### config.mk
export PLATFORM = sky130hd
export DESIGN_NAME = shift_sequencer
export DESIGN_NICKNAME = d
export VERILOG_FILES = /design/src/rtl/shift_sequencer.sv
export SDC_FILE = /design/constraint.sdc
export NUM_CORES = 1
export LEC_CHECK = 0
export ABC_CLOCK_PERIOD_IN_PS = 1800
export CAP_MARGIN = 20
export CORE_AREA = 2 2 136 138
export CTS_BUF_LIST = sky130_fd_sc_hd__clkbuf_8 sky130_fd_sc_hd__clkbuf_16
export DETAILED_ROUTE_END_ITERATION = 8
export DIE_AREA = 0 0 138 140
export PLACE_DENSITY = 0.73
export SETUP_SLACK_MARGIN = 0.1
export SYNTH_ARGS = -nofsm -noshare
export SYNTH_HDL_FRONTEND = slang
export SYNTH_SLANG_ARGS = --single-unit
### constraint.sdc
create_clock -name clk -period 1.8 [get_ports clk]
set_input_delay 0.45 -clock clk [delete_from_list [all_inputs] [get_ports clk]]
set_output_delay 0.45 -clock clk [all_outputs]
set_load 0.02 [all_outputs]
### src/rtl/shift_sequencer.sv
// Sequences RV64I shifts around an external combinational shifter; fixes up word/arith results.
// Latency: result valid on the second edge after acceptance (IDLE -> SHIFT -> DONE).
// Backpressure: result held in DONE until res_ready; op_ready only in IDLE (no overlap).
module shift_sequencer #(
    parameter int DATA_W  = 64,
    parameter int SHAMT_W = 6
) (
    input  logic               clk,
    input  logic               reset_n,
    input  logic               flush,
    input  logic               op_valid,
    output logic               op_ready,
    input  logic [DATA_W-1:0]  rs1_data,
    input  logic [DATA_W-1:0]  rs2_data,
    input  logic [SHAMT_W-1:0] imm_shamt,
    input  logic [2:0]         funct3,
    input  logic               funct7_b30,
    input  logic               is_imm,
    input  logic               is_word,
    output logic [DATA_W-1:0]  sh_in,
    output logic [SHAMT_W-1:0] sh_n,
    output logic [1:0]         sh_shift,
    input  logic [DATA_W-1:0]  sh_out,
    output logic               res_valid,
    input  logic               res_ready,
    output logic [DATA_W-1:0]  res_data,
    output logic               res_illegal
);

    localparam int HALF = DATA_W / 2;

    typedef enum logic [1:0] {IDLE, SHIFT, DONE} state_t;

    state_t             state, state_nxt;
    logic [DATA_W-1:0]  in_q, res_q;
    logic [SHAMT_W-1:0] n_q;
    logic [1:0]         mode_q;
    logic               word_q, ill_q, res_ill_q;

    logic [SHAMT_W-1:0] amt, dec_n;
    logic [1:0]         dec_mode;
    logic               dec_ill;
    logic [DATA_W-1:0]  dec_in;
    logic [DATA_W-1:0]  fill, filled, post;
    logic               accept;

    // Only the low shift-amount bits of rs2 matter; the rest are deliberately dropped.
    logic unused_rs2;
    assign unused_rs2 = ^rs2_data[DATA_W-1:SHAMT_W];

    assign accept = (state == IDLE) && op_valid && !flush;

    // Decode the presented operation into shifter mode, amount, data and legality.
    always_comb begin
        amt      = is_imm ? imm_shamt : rs2_data[SHAMT_W-1:0];
        dec_n    = is_word ? {1'b0, amt[SHAMT_W-2:0]} : amt;
        dec_ill  = 1'b0;
        dec_mode = 2'b11;
        case (funct3)
            3'b001: begin
                if (funct7_b30) dec_ill  = 1'b1;
                else            dec_mode = 2'b00;
            end
            3'b101:  dec_mode = funct7_b30 ? 2'b10 : 2'b01;
            default: dec_ill  = 1'b1;
        endcase
        // A W immediate with shamt[5] set is reserved; a register amount just drops bit 5.
        if (is_word && is_imm && imm_shamt[SHAMT_W-1]) dec_ill = 1'b1;
        // Illegal ops keep the shifter in pass-through for the whole operation.
        if (dec_ill) dec_mode = 2'b11;
        dec_in = rs1_data;
        if (is_word && dec_mode == 2'b01) dec_in = {{HALF{1'b0}}, rs1_data[HALF-1:0]};
        if (is_word && dec_mode == 2'b10) dec_in = {{HALF{rs1_data[HALF-1]}}, rs1_data[HALF-1:0]};
    end

    // Post-process the shifter output: own sign fill (shifter may fill logically), word sext.
    always_comb begin
        fill   = (mode_q == 2'b10 && in_q[DATA_W-1]) ? ~({DATA_W{1'b1}} >> n_q) : '0;
        filled = sh_out | fill;
        if (ill_q)       post = '0;
        else if (word_q) post = {{HALF{filled[HALF-1]}}, filled[HALF-1:0]};
        else             post = filled;
    end

    // Next-state logic; flush always wins and returns to IDLE.
    always_comb begin
        state_nxt = state;
        case (state)
            IDLE:    if (op_valid) state_nxt = SHIFT;
            SHIFT:   state_nxt = DONE;
            DONE:    if (res_ready) state_nxt = IDLE;
            default: state_nxt = IDLE;
        endcase
        if (flush) state_nxt = IDLE;
    end

    // State register.
    always_ff @(posedge clk or negedge reset_n) begin
        if (!reset_n) state <= IDLE;
        else          state <= state_nxt;
    end

    // Operand registers, loaded only at acceptance so later input changes are ignored.
    always_ff @(posedge clk or negedge reset_n) begin
        if (!reset_n) begin
            in_q   <= '0;
            n_q    <= '0;
            mode_q <= 2'b00;
            word_q <= 1'b0;
            ill_q  <= 1'b0;
        end else if (accept) begin
            in_q   <= dec_in;
            n_q    <= dec_n;
            mode_q <= dec_mode;
            word_q <= is_word;
            ill_q  <= dec_ill;
        end
    end

    // Result capture at the end of SHIFT; flush clears the illegal flag but keeps the data.
    always_ff @(posedge clk or negedge reset_n) begin
        if (!reset_n) begin
            res_q     <= '0;
            res_ill_q <= 1'b0;
        end else if (flush) begin
            res_ill_q <= 1'b0;
        end else if (state == SHIFT) begin
            res_q     <= post;
            res_ill_q <= ill_q;
        end
    end

    assign op_ready    = (state == IDLE);
    assign res_valid   = (state == DONE);
    assign sh_shift    = (state == SHIFT) ? mode_q : 2'b11;
    assign sh_in       = in_q;
    assign sh_n        = n_q;
    assign res_data    = res_q;
    assign res_illegal = res_ill_q;

endmodule

Word-level counts from Yosys, hierarchy flattened --
Cells that the tools add are included.
Word-level totals: register bits after elaboration 141, input port bits 209, logic and storage cells 54
Cells by class: eq/ne operators 9, shifts and indexed selects 1, muxes and demuxes 21, reduce and logical (&&, ||, !) cells 12, bitwise operators 3
Operators by type and width (count):
- 64-bit two-way mux | 5
- 64-bit NOT | 1
- 64-bit bitwise OR | 1
- 64-bit by 6-bit right shift with 64-bit output (first input constant) | 1
- 2-bit two-way mux | 7
- 6-bit two-way mux | 2
- 1-bit logical AND | 7
- 2-bit == test (second input constant) | 3
- 2-bit one-hot mux with 3 select lines | 1
- 2-bit by 1-bit == test with 1-bit output (second input constant) | 2
- 1-bit two-way mux | 4
- 2-bit one-hot mux with 2 select lines | 1
- 2-bit AND reduction | 2
- 3-bit by 1-bit == test with 1-bit output (second input constant) | 1
- 3-bit == test (second input constant) | 1
- 3-bit by 2-bit inequality test with 1-bit output (second input constant) | 1
- 3-bit inequality test (second input constant) | 1
- 2-bit logical NOT | 1
- 1-bit one-hot mux with 2 select lines | 1
- 2-bit nonzero test | 1
- 1-bit logical NOT | 1
- 1-bit NOT | 1

Longest topological paths before layout --
Gate-level depths: netlist of run 1.
word-level depth 8, gate-level depth with buffers 7

Least setup slack after synthesis of run 1 --
OpenSTA, ideal clock, no wires.
path type reg2reg, start point register n_q[5], in the netlist sh_n[5], end point register res_q[37], in the netlist res_data[37], data required time 1.675 ns, cell stages (with the launch flop) 8, setup slack 0.089 ns, buffers on the path 3, arrival time 1.587 ns, library setup time 0.125 ns, cell sequence dfrtp_1 and4b_1 buf_6 or2_1 buf_6 buf_6 a311oi_1 o21ai_1
Between the ends: cells in the longest elaborated chain, start to end 6
Ends and longest elaborated chain:
- from (decl) | line 36 | logic [SHAMT_W-1:0] n_q;
- from (signal assigned) | line 113 | n_q <= dec_n;
- 64-bit by 6-bit right shift with 64-bit output | line 78 | fill = (mode_q == 2'b10 && in_q[DATA_W-1]) ? ~({DATA_W{1'b1}} >> n_q) : '0;
- 64-bit NOT | line 78
- 64-bit two-way mux | line 78
- 64-bit bitwise OR | line 79 | filled = sh_out | fill;
- 64-bit two-way mux | line 81 | else if (word_q) post = {{HALF{filled[HALF-1]}}, filled[HALF-1:0]};
- 64-bit two-way mux | line 80 | if (ill_q) post = '0;
- to (signal assigned) | line 128 | res_q <= post;
- to (decl) | line 35 | logic [DATA_W-1:0] in_q, res_q;
Every way passes these cells. A chain may end at the register's enable or synchronous reset.

Worst setup path after layout of run 1 --
start point register state[1], end point output sh_shift[1]
Between the ends: cells in the longest elaborated chain, start to end 2
Ends and longest elaborated chain:
- from (decl) | line 34 | state_t state, state_nxt;
- from (signal assigned) | line 100 | else state <= state_nxt;
- 2-bit by 1-bit == test with 1-bit output | line 135 | assign sh_shift = (state == SHIFT) ? mode_q : 2'b11;
- 2-bit two-way mux | line 135
- to (decl) | line 22 | output logic [1:0] sh_shift,
Every way passes these cells.

==> impl_metrics.csv, run 1 <==
group,metric,value,unit
worst_hold_path,whs_endpoint,"res_data[28]",
logic_synthesis,synth_cell_types,48,
final_layout,finish.utilization,58.7,%
worst_setup_path,reg2reg_slack,50,ps
logic_synthesis,yosys_register_bits,141,
placed_design,hpwl,16000,µm
floorplanning,die_area,19300,µm²
sta,slew_violations,0,
final_layout,drive_gt1_share,17.8,%
worst_hold_path,hold_start,"res_data[28]",
final_layout,areaGrowthSynthToFinish,70.9,%
sta,fin_worst_skew,10.3,ps
route,via_per_inst,5.03,
logic_synthesis,ys.flop_type,"dfrtp_1",
sta,min_period_over_period,103,%
global_route,grt_pass1_vias,6222,
floorplanning,rows,49,
job,maxCapViolations,0,
global_route,grtUsageMet1,29.0,%
power,p_total,10.9,mW
placed_design,gp_congestion,0.850,
status,violations,"negative setup slack",
floorplanning,io_pins,348,
worst_setup_path,cp.required,1350,ps
logic_synthesis,synth_top_cell_area_share,57.8,%
clocking,cts_tree,"yes",
placed_design,dpl_cell_area,9590,µm²
logic_synthesis,synth-warning-count,0,
floorplanning,die_w,138,µm
sta,layout_min_cycle_time,1860,ps
sta,slew_headroom,69.2,%
global_route,overflow,0,
route,wl_per_cell,18.7,µm
global_route,grt_start_max_net_pins,69,
route,vias,5985,
global_route,grt_use_met2,38.6,%
sta,setup_violations,2,
logic_synthesis,syn-cell-area,6100,µm²
floorplanning,fp.dieH,140,µm
final_layout,final_area,10400,µm²
worst_hold_path,min_path_type,"reg -> reg",
global_route,globalRouteMet3Util,7.08,%
power,ir_drop,660,µV
sta,worstMarginPinSlew,461,ps
worst_setup_path,reg2reg_from,"state[1]",
logic_synthesis,synth_edf_count,0,
route,drtPass1Iterations,4,
logic_synthesis,synthTopCellsByArea,"dfrtp_1 58%, nand2_1 6.9%, mux2_2 6.3%",
clocking,cts_buffer_depth,2,
final_layout,final.fill_count,1593,
global_route,grt_usage,23.2,%
clocking,cts_root_buffer,"clkbuf_16",
logic_synthesis,synth_top_cell_by_area,"dfrtp_1",
global_route,antenna_found_initial,0,
placed_design,numPortBuffers,289,
worst_hold_path,hold_path_depth,2,
clocking,cts_sinks,141,
route,ant_nets,0,
global_route,grt_first_pass_wirelength,34900,µm
sta,worst_slack,-62.9,ps
power,leakagePower,4.91,nW
clocking,cts_buffers,17,
worst_setup_path,worstPathArrival,1410,ps
status,status,"finished, violations left",
sta,fin_setup_tns,-125,ps
final_layout,nets,1158,
clocking,htree_levels,4,
route,drc,0,
route,first_iter_violations,358,
logic_synthesis,synth_area_per_cell,9.97,µm²
worst_setup_path,worstReg2RegEnd,"sh_in[2]",
global_route,busiest_layer,"met2",
power,power_density,1040,nW/µm²
worst_setup_path,ff2ff_path_depth,6,
sta,grt_setup_unrepaired,"true",
worst_setup_path,start_kind,"flop",
clocking,path_clk_slew,60,ps
worst_setup_path,crit_type,"reg -> out",
sta,fmax,537,MHz
final_layout,insertedDiodeCount,0,
worst_setup_path,worstSetupEndpointType,"output pin",
worst_setup_path,crit_fanout,3,
route,wirelength,22200,µm
logic_synthesis,synth_cells,612,
floorplanning,core_area,17800,µm²
logic_synthesis,synth_seq_area_share,57.8,%
clocking,worstSkewPairLatency,420,ps
sta,finalHoldViolCount,0,
placed_design,post-place-ws,-369,ps
logic_synthesis,syn_nets,821,
logic_synthesis,synth_async_sr_flop_share,100,%
floorplanning,start_util,34.3,%
==> worst max path at each step <==
stage | cells past startpoint | start | to
final | 3 | state[1] | sh_shift[1]
after global routing | 3 | state[1] | sh_shift[0]
after CTS | 3 | state[1] | sh_shift[1]
after detailed placement | 6 | flush | res_data[32]
after global placement | 5 | flush | word_q
after floorplan | 7 | sh_in[63] | res_data[37]
==> where the power goes <==
group          internal (mW)  leakage [nW]  switching, mW
clock network           2.03         0.274           1.38
logic                   1.56          2.89           1.89
registers               3.72          1.74          0.319
==> Yosys cell counts, types with 2 or more instances <==
cell type  number
a211oi_1        7
a21oi_1        65
a22oi_1         2
a311oi_1        9
a31oi_1         2
and3_1          3
and3b_1         2
buf_1           3
buf_2          16
buf_6           4
clkbuf_1       18
clkbuf_2        2
dfrtp_1       141
inv_1           2
mux2_2         34
mux2i_1         6
nand2_1       112
nand2b_1        6
nand3_1         3
nor2_1         56
nor2b_1         6
nor3_1          9
nor3b_1         3
o21a_1          5
o21ai_0        29
o21ai_1        37
o21bai_1        2
o22a_1          2
o31ai_1         3
or2_2           3
or3_1           3
==> per-stage QoR <==
step | hold WS (ps) | instances
after floorplan | 154 | 612
after global placement | 424 | 1143
after detailed placement | 424 | 1143
after CTS | 474 | 1186
after global routing | 504 | 1190
final | 473 | 1190
==> state kept, by name (all words and copies together), names as in the netlist <==
name	flops
res_data	64
sh_in	64
sh_n	6
mode_q	2
state	2
ill_q	1
res_illegal	1
word_q	1
==> cells in the final DEF (no fill, tap or decap), types with 5 or more instances in the layout <==
cell type,netlist,layout
a211oi_1,7,7
a21oi_1,65,64
a311oi_1,9,6
buf_12,0,12
buf_4,1,47
buf_6,4,14
clkbuf_16,0,18
clkdlybuf4s50_1,0,149
dfrtp_1,141,137
dlygate4sd2_1,0,129
mux2_2,34,17
mux2_4,0,17
mux2i_1,6,6
nand2_1,112,112
nand2b_1,6,6
nor2_1,56,55
nor2b_1,6,5
nor3_1,9,9
o21ai_0,29,26
o21ai_1,37,40
==> logic make-up after synthesis <==
logic type / after synthesis / synth area share [%]
flops: 141 / 57.8
buf+inv: 46 / 3.75
mux: 40 / 7.26
compound gates: 168 / 15.6
simple gates: 217 / 15.6
==> worst max-delay path, cell delays in order, from the launching register on <==
cell and delay [ps]:
dfrtp_1 370, or2b_1 260, or2_4 240, buf_6 130
==> cell type report <==
class	count	area, µm²	share of cell area, %
sequential	141	3530	33.9
timing repair buffer	362	3530	33.8
multi-input combinational	425	2500	24.0
clock buffer	21	480	4.61
tap	229	287	2.75
clock inverter	10	91.3	0.876
inverter	2	7.51	0.0720
==> layer usage <==
layer / vias to the layer above / routed length, µm
li1: 2783 / -
met1: 2912 / 9100
met2: 259 / 10900
met3: 31 / 1750
met4: 0 / 448
met5: - / 0
==> repair_timing <==
item | 4_1_cts | 5_1_grt
hold buffers | 1 | 0
endpoints found under the setup margin | 247 | 88
buffers inserted | 9 | 4
gates cloned | 3 | 1
resized for setup | 205 | 30
endpoints found under the hold margin | 38 | 0
pin swaps | 1 | 3
(Power assumes the default switching activity.)
==> run 2, diff against run 1 <==
- CORE_AREA: 2 2 136 138 -> unset
- CORE_ASPECT_RATIO: unset -> 0.5
- CORE_UTILIZATION: unset -> 39
- DIE_AREA: 0 0 138 140 -> unset
- PLACE_DENSITY: 0.73 -> 0.82
==> impl_metrics.csv, run 2 (synthesized netlist as in run 1, its figures left out) <==
group,metric,value,unit
worst_setup_path,crit_type,"reg -> out",
final_layout,areaGrowthSynthToFinish,73.1,%
sta,worstMarginPinSlew,445,ps
sta,min_period_over_period,104,%
power,p_clk_share,34.0,%
worst_hold_path,min_path_type,"reg -> reg",
floorplanning,rows,31,
final_layout,final.fill_count,1084,
power,power_density,1080,nW/µm²
power,p_total,11.4,mW
global_route,grt_usage,26.2,%
global_route,grt_pass1_vias,6214,
final_layout,drive_gt1_share,20.0,%
sta,layout_min_cycle_time,1860,ps
worst_setup_path,worstPathArrival,1410,ps
final_layout,regArea,3530,µm²
route,drtPass1Iterations,5,
placed_design,post-place-ws,-350,ps
route,wl_per_cell,19.4,µm
route,wirelength,22300,µm
clocking,cts_root_buffer,"clkbuf_16",
status,status,"finished, violations left",
clocking,path_clk_slew,60,ps
power,sw_frac_of_total,32.3,%
sta,slew_violations,0,
sta,setup_violations,2,
global_route,grt_use_met2,45.2,%
worst_setup_path,path_buf_inv,1,
floorplanning,core_area,14900,µm²
route,vias,6102,
floorplanning,die_area,16200,µm²
placed_design,gp_congestion,0.946,
worst_setup_path,crit_family,"simple AND/OR/NAND/NOR gates",
clocking,cts_buffer_depth,2,
final_layout,multi_input_area,2650,µm²
worst_setup_path,cp.required,1350,ps
global_route,busiest_layer,"met2",
power,ir_drop,717,µV
floorplanning,start_util,41.1,%
power,leakagePower,4.95,nW
route,first_iter_violations,380,
worst_setup_path,crit_path_top_delay_cell,"dfrtp_1",
global_route,grtUsageMet1,30.5,%
clocking,cts_sinks,141,
clocking,cts_buffers,17,
sta,slew_headroom,70.2,%
power,switchingPower,3.70,mW
clocking,htree_levels,4,
power,comb_power_share,30.2,%
global_route,globalRouteMet3Util,5.85,%
route,via_per_inst,5.29,
route,ant_nets,0,
global_route,grt_start_max_net_pins,44,
worst_setup_path,worstSetupEndpointType,"output pin",
job,maxCapViolations,0,
global_route,overflow,0,
placed_design,numPortBuffers,289,
status,violations,"negative setup slack",
final_layout,nets,1153,
placed_design,hpwl,15300,µm
global_route,grt_first_pass_wirelength,32700,µm
clocking,cts_tree,"yes",
power,intPower,7.74,mW
sta,fmax,536,MHz
clocking,worstSkewPairLatency,420,ps
worst_setup_path,crit_chain,"or2b_1 > or2_4 > buf_6",
final_layout,insertedDiodeCount,0,
worst_setup_path,start_kind,"flop",
sta,finalHoldViolCount,0,
global_route,antenna_found_initial,0,
floorplanning,die_w,179,µm
floorplanning,fp.dieH,90.5,µm
route,drc,0,
sta,fin_worst_skew,10.9,ps
sta,fin_setup_tns,-130,ps
worst_setup_path,crit_fanout,3,
sta,worst_slack,-65.0,ps
final_layout,layout_common_cells,"149 x clkdlybuf4s50_1, 139 x dfrtp_1, 128 x dlygate4sd2_1",
floorplanning,io_pins,348,
final_layout,final_common_cell,"clkdlybuf4s50_1",
final_layout,final_area,10600,µm²
placed_design,dpl_cell_area,9530,µm²
worst_setup_path,slowest_delay,380,ps
sta,grt_setup_unrepaired,"true",
power,seqPwrFrac,35.8,%
## run 2: repair_timing
item / in CTS / in global routing
hold endpoints to repair: 36 / 0
pin swaps: 1 / 11
setup endpoints to repair: 181 / 116
gates cloned: 1 / 8
hold buffers: 1 / 0
setup buffers: 3 / 3
resized for setup: 166 / 97
## run 2: metrics by stage
stage	utilization, %	hold slack (ps)	instances
finish	71.1	477	1154
floorplan	-	154	612
CTS	67.8	478	1144
global route	71.1	493	1154
global placement	64.1	397	1108
detailed placement	64.1	399	1108
## run 2: layout make-up
| cell class | instances | area share (%) |
|---|---|---|
| Clock inverter | 14 | 2.08 |
| Sequential cell | 141 | 33.4 |
| Tap cell | 198 | 2.35 |
| Multi-Input combinational cell | 426 | 25.1 |
| Timing Repair Buffer | 356 | 32.9 |
| Inverter | 2 | 0.0711 |
| Clock buffer | 17 | 4.03 |
## run 2: worst paths after layout
path,from,to,slack [ps],depth (start not counted)
setup / recovery,state[1],sh_shift[1],-60,3
max in group asynchronous,reset_n,sh_in[61],670,3
hold / removal,res_data[14],res_data[14],480,2
hold reg to reg,res_data[14],res_data[14],480,2
setup reg to reg,mode_q[0],res_data[7],70,5
min in group asynchronous,reset_n,res_data[2],520,2
## run 2: routing by layer
metal,vias to the layer above,share of wire (%)
met2,281,50
met3,74,6.4
met4,0,4.3
li1,2777,-
met5,-,0
met1,2970,39
## run 2: power groups by stage
stage	Sequential (mW)	Combinational, mW	Clock, mW
after floorplan	4.74	0.922	0
after global placement	4.10	3.48	0
after detailed placement	4.13	3.55	0
after CTS	4.06	3.20	3.93
after global routing	4.17	3.67	4.07
final	4.10	3.46	3.89
## run 2: tightest hold or removal path, delay by kind of cell (launching register included)
kind | cells | cell delay, ps
AO/OA/AOI/OAI | 1 | 60
flip-flops | 1 | 330
AND/OR/NAND/NOR | 1 | 40
==> run 3, diff against run 2 <==
- CORE_MARGIN: unset -> 4
- CORE_UTILIZATION: 39 -> 35
- PLACE_DENSITY: 0.82 -> 0.75
==> impl_metrics.csv, run 3 (synthesized netlist as in run 1, its figures left out) <==
group,metric,value,unit
global_route,grt_first_pass_wirelength,33500,µm
placed_design,dpl_cell_area,9550,µm²
final_layout,drive_gt1_share,17.6,%
worst_setup_path,reg2reg_from,"state[1]",
worst_setup_path,slowest_delay,380,ps
floorplanning,io_pins,348,
worst_setup_path,crit_path_start,"state[1]",
clocking,cts_sinks,141,
final_layout,areaGrowthSynthToFinish,69.1,%
sta,worst_slack,-88.1,ps
worst_setup_path,crit_fanout,3,
clocking,htree_levels,4,
clocking,cts_root_buffer,"clkbuf_16",
final_layout,multi_input_area,2450,µm²
worst_hold_path,hold_start,"flush",
worst_setup_path,ff2ff_path_depth,5,
sta,min_period_over_period,105,%
floorplanning,start_util,36.5,%
worst_setup_path,start_kind,"flop",
sta,grt_setup_unrepaired,"true",
floorplanning,die_w,195,µm
worst_setup_path,worstReg2RegEnd,"sh_in[19]",
floorplanning,die_area,19700,µm²
power,leakagePower,4.85,nW
sta,layout_min_cycle_time,1890,ps
clocking,path_clk_slew,70,ps
worst_setup_path,crit_type,"reg -> out",
route,first_iter_violations,238,
sta,slew_headroom,71.1,%
worst_setup_path,crit_chain,"or2b_1 > or2_4 > buf_6",
global_route,grt_pass1_vias,6157,
status,violations,"negative setup slack",
sta,fin_worst_skew,10.1,ps
route,ant_nets,0,
route,drc,0,
power,ir_drop,784,µV
route,vias,5972,
sta,setup_violations,2,
global_route,grt_usage,21.6,%
floorplanning,core_area,16700,µm²
clocking,cts_buffer_depth,2,
final_layout,final_area,10300,µm²
route,via_per_inst,5.04,
sta,worstMarginPinSlew,434,ps
final_layout,insertedDiodeCount,0,
route,drtPass1Iterations,4,
worst_setup_path,worstSetupEndpointType,"output pin",
final_layout,regArea,3530,µm²
power,power_density,1090,nW/µm²
global_route,antenna_found_initial,0,
route,wl_per_cell,18.8,µm
placed_design,post-place-ws,-338,ps
worst_setup_path,cp-endpoint,"sh_shift[1]",
worst_setup_path,cp.required,1350,ps
job,maxCapViolations,0,
placed_design,numPortBuffers,289,
floorplanning,rows,33,
global_route,overflow,0,
floorplanning,fp.dieH,101,µm
clocking,cts_buffers,17,
sta,slew_violations,0,
final_layout,nets,1156,
placed_design,gp_congestion,0.896,
global_route,grt_start_max_net_pins,40,
clocking,cts_tree,"yes",
sta,fmax,530,MHz
worst_setup_path,worstPathArrival,1440,ps
clocking,worstSkewPairLatency,420,ps
route,wirelength,22300,µm
final_layout,final.fill_count,1421,
placed_design,placed_cells,1138,
status,status,"finished, violations left",
final_layout,fin_cells,1185,
sta,finalHoldViolCount,0,
worst_setup_path,reg2reg_slack,80,ps
final_layout,final_common_cell,"clkdlybuf4s50_1",
worst_setup_path,crit_path_top_delay_cell,"dfrtp_1",
worst_hold_path,min_path_type,"in -> reg",
placed_design,hpwl,16200,µm
final_layout,layout_common_cells,"148 x clkdlybuf4s50_1, 138 x dfrtp_1, 128 x dlygate4sd2_1",
final_layout,finish.utilization,61.7,%
==> run 3: changes by cell type in the layout (fill, tap and decap cells not counted), sizes merged <==
cell / delta
buf: +4
clkbuf: +3
clkdlybuf4s15: -3
clkdlybuf4s50: -1
clkinv: -1
dlymetal6s2s: +1
inv: -2
or2: +1
==> run 3: stage by stage <==
stage                     setup TNS (ps)  hold WS (ps)  total power [mW]
after floorplan                        0           154              5.66
after global placement            -34110           395              7.63
after detailed placement          -36510           397              7.71
after CTS                           -171           478              11.3
after global routing                -237           433              11.8
final                               -166           417              11.3
==> run 3: worst min path at each step <==
stage          cells after the start     endpoint  slack [ps]
2_1_floorplan                      0        ill_q         150
3_3_place_gp                       1  res_data[8]         400
3_5_place_dp                       1  res_data[8]         400
4_1_cts                            2  res_data[4]         480
5_1_grt                            3  res_illegal         430
6_report                           3  res_illegal         420
==> run 3: final cells by class <==
cell class	count	share of cell area (%)
multi-input cells	427	23.8
repair buffers	358	33.0
inverters	2	0.0727
clock buffers	19	4.39
flip-flops and latches	141	34.2
well taps	227	2.75
clock inverters	11	1.85
==> run 3: what timing repair did <==
item / CTS / global route
hold buffers: 1 / 0
pin swaps: 2 / 3
gates cloned: 2 / 3
hold endpoints to repair: 35 / 0
buffers inserted: 2 / 10
gates resized for setup: 178 / 35
endpoints found under the setup margin: 228 / 93
==> run 3: routing by layer <==
metal  part of all wire, %  up-vias  track usage (%)
met5                     0        -                0
met4                   2.6        0             7.83
met3                   5.7       40             5.48
met2                    52      198             38.9
met1                    40     2948             25.5
li1                      -     2786                -
==> run 3: where the power goes <==
part / internal [mW] / switching [mW]
logic: 1.46 / 1.84
clock network: 2.51 / 1.40
registers: 3.72 / 0.350
==> run 3: worst max-delay path: cells and delay by family, from the launching register on <==
family | cells | cell delay [ps]
buffers and inverters | 1 | 130
AND/OR/NAND/NOR | 2 | 500
flip-flops | 1 | 380
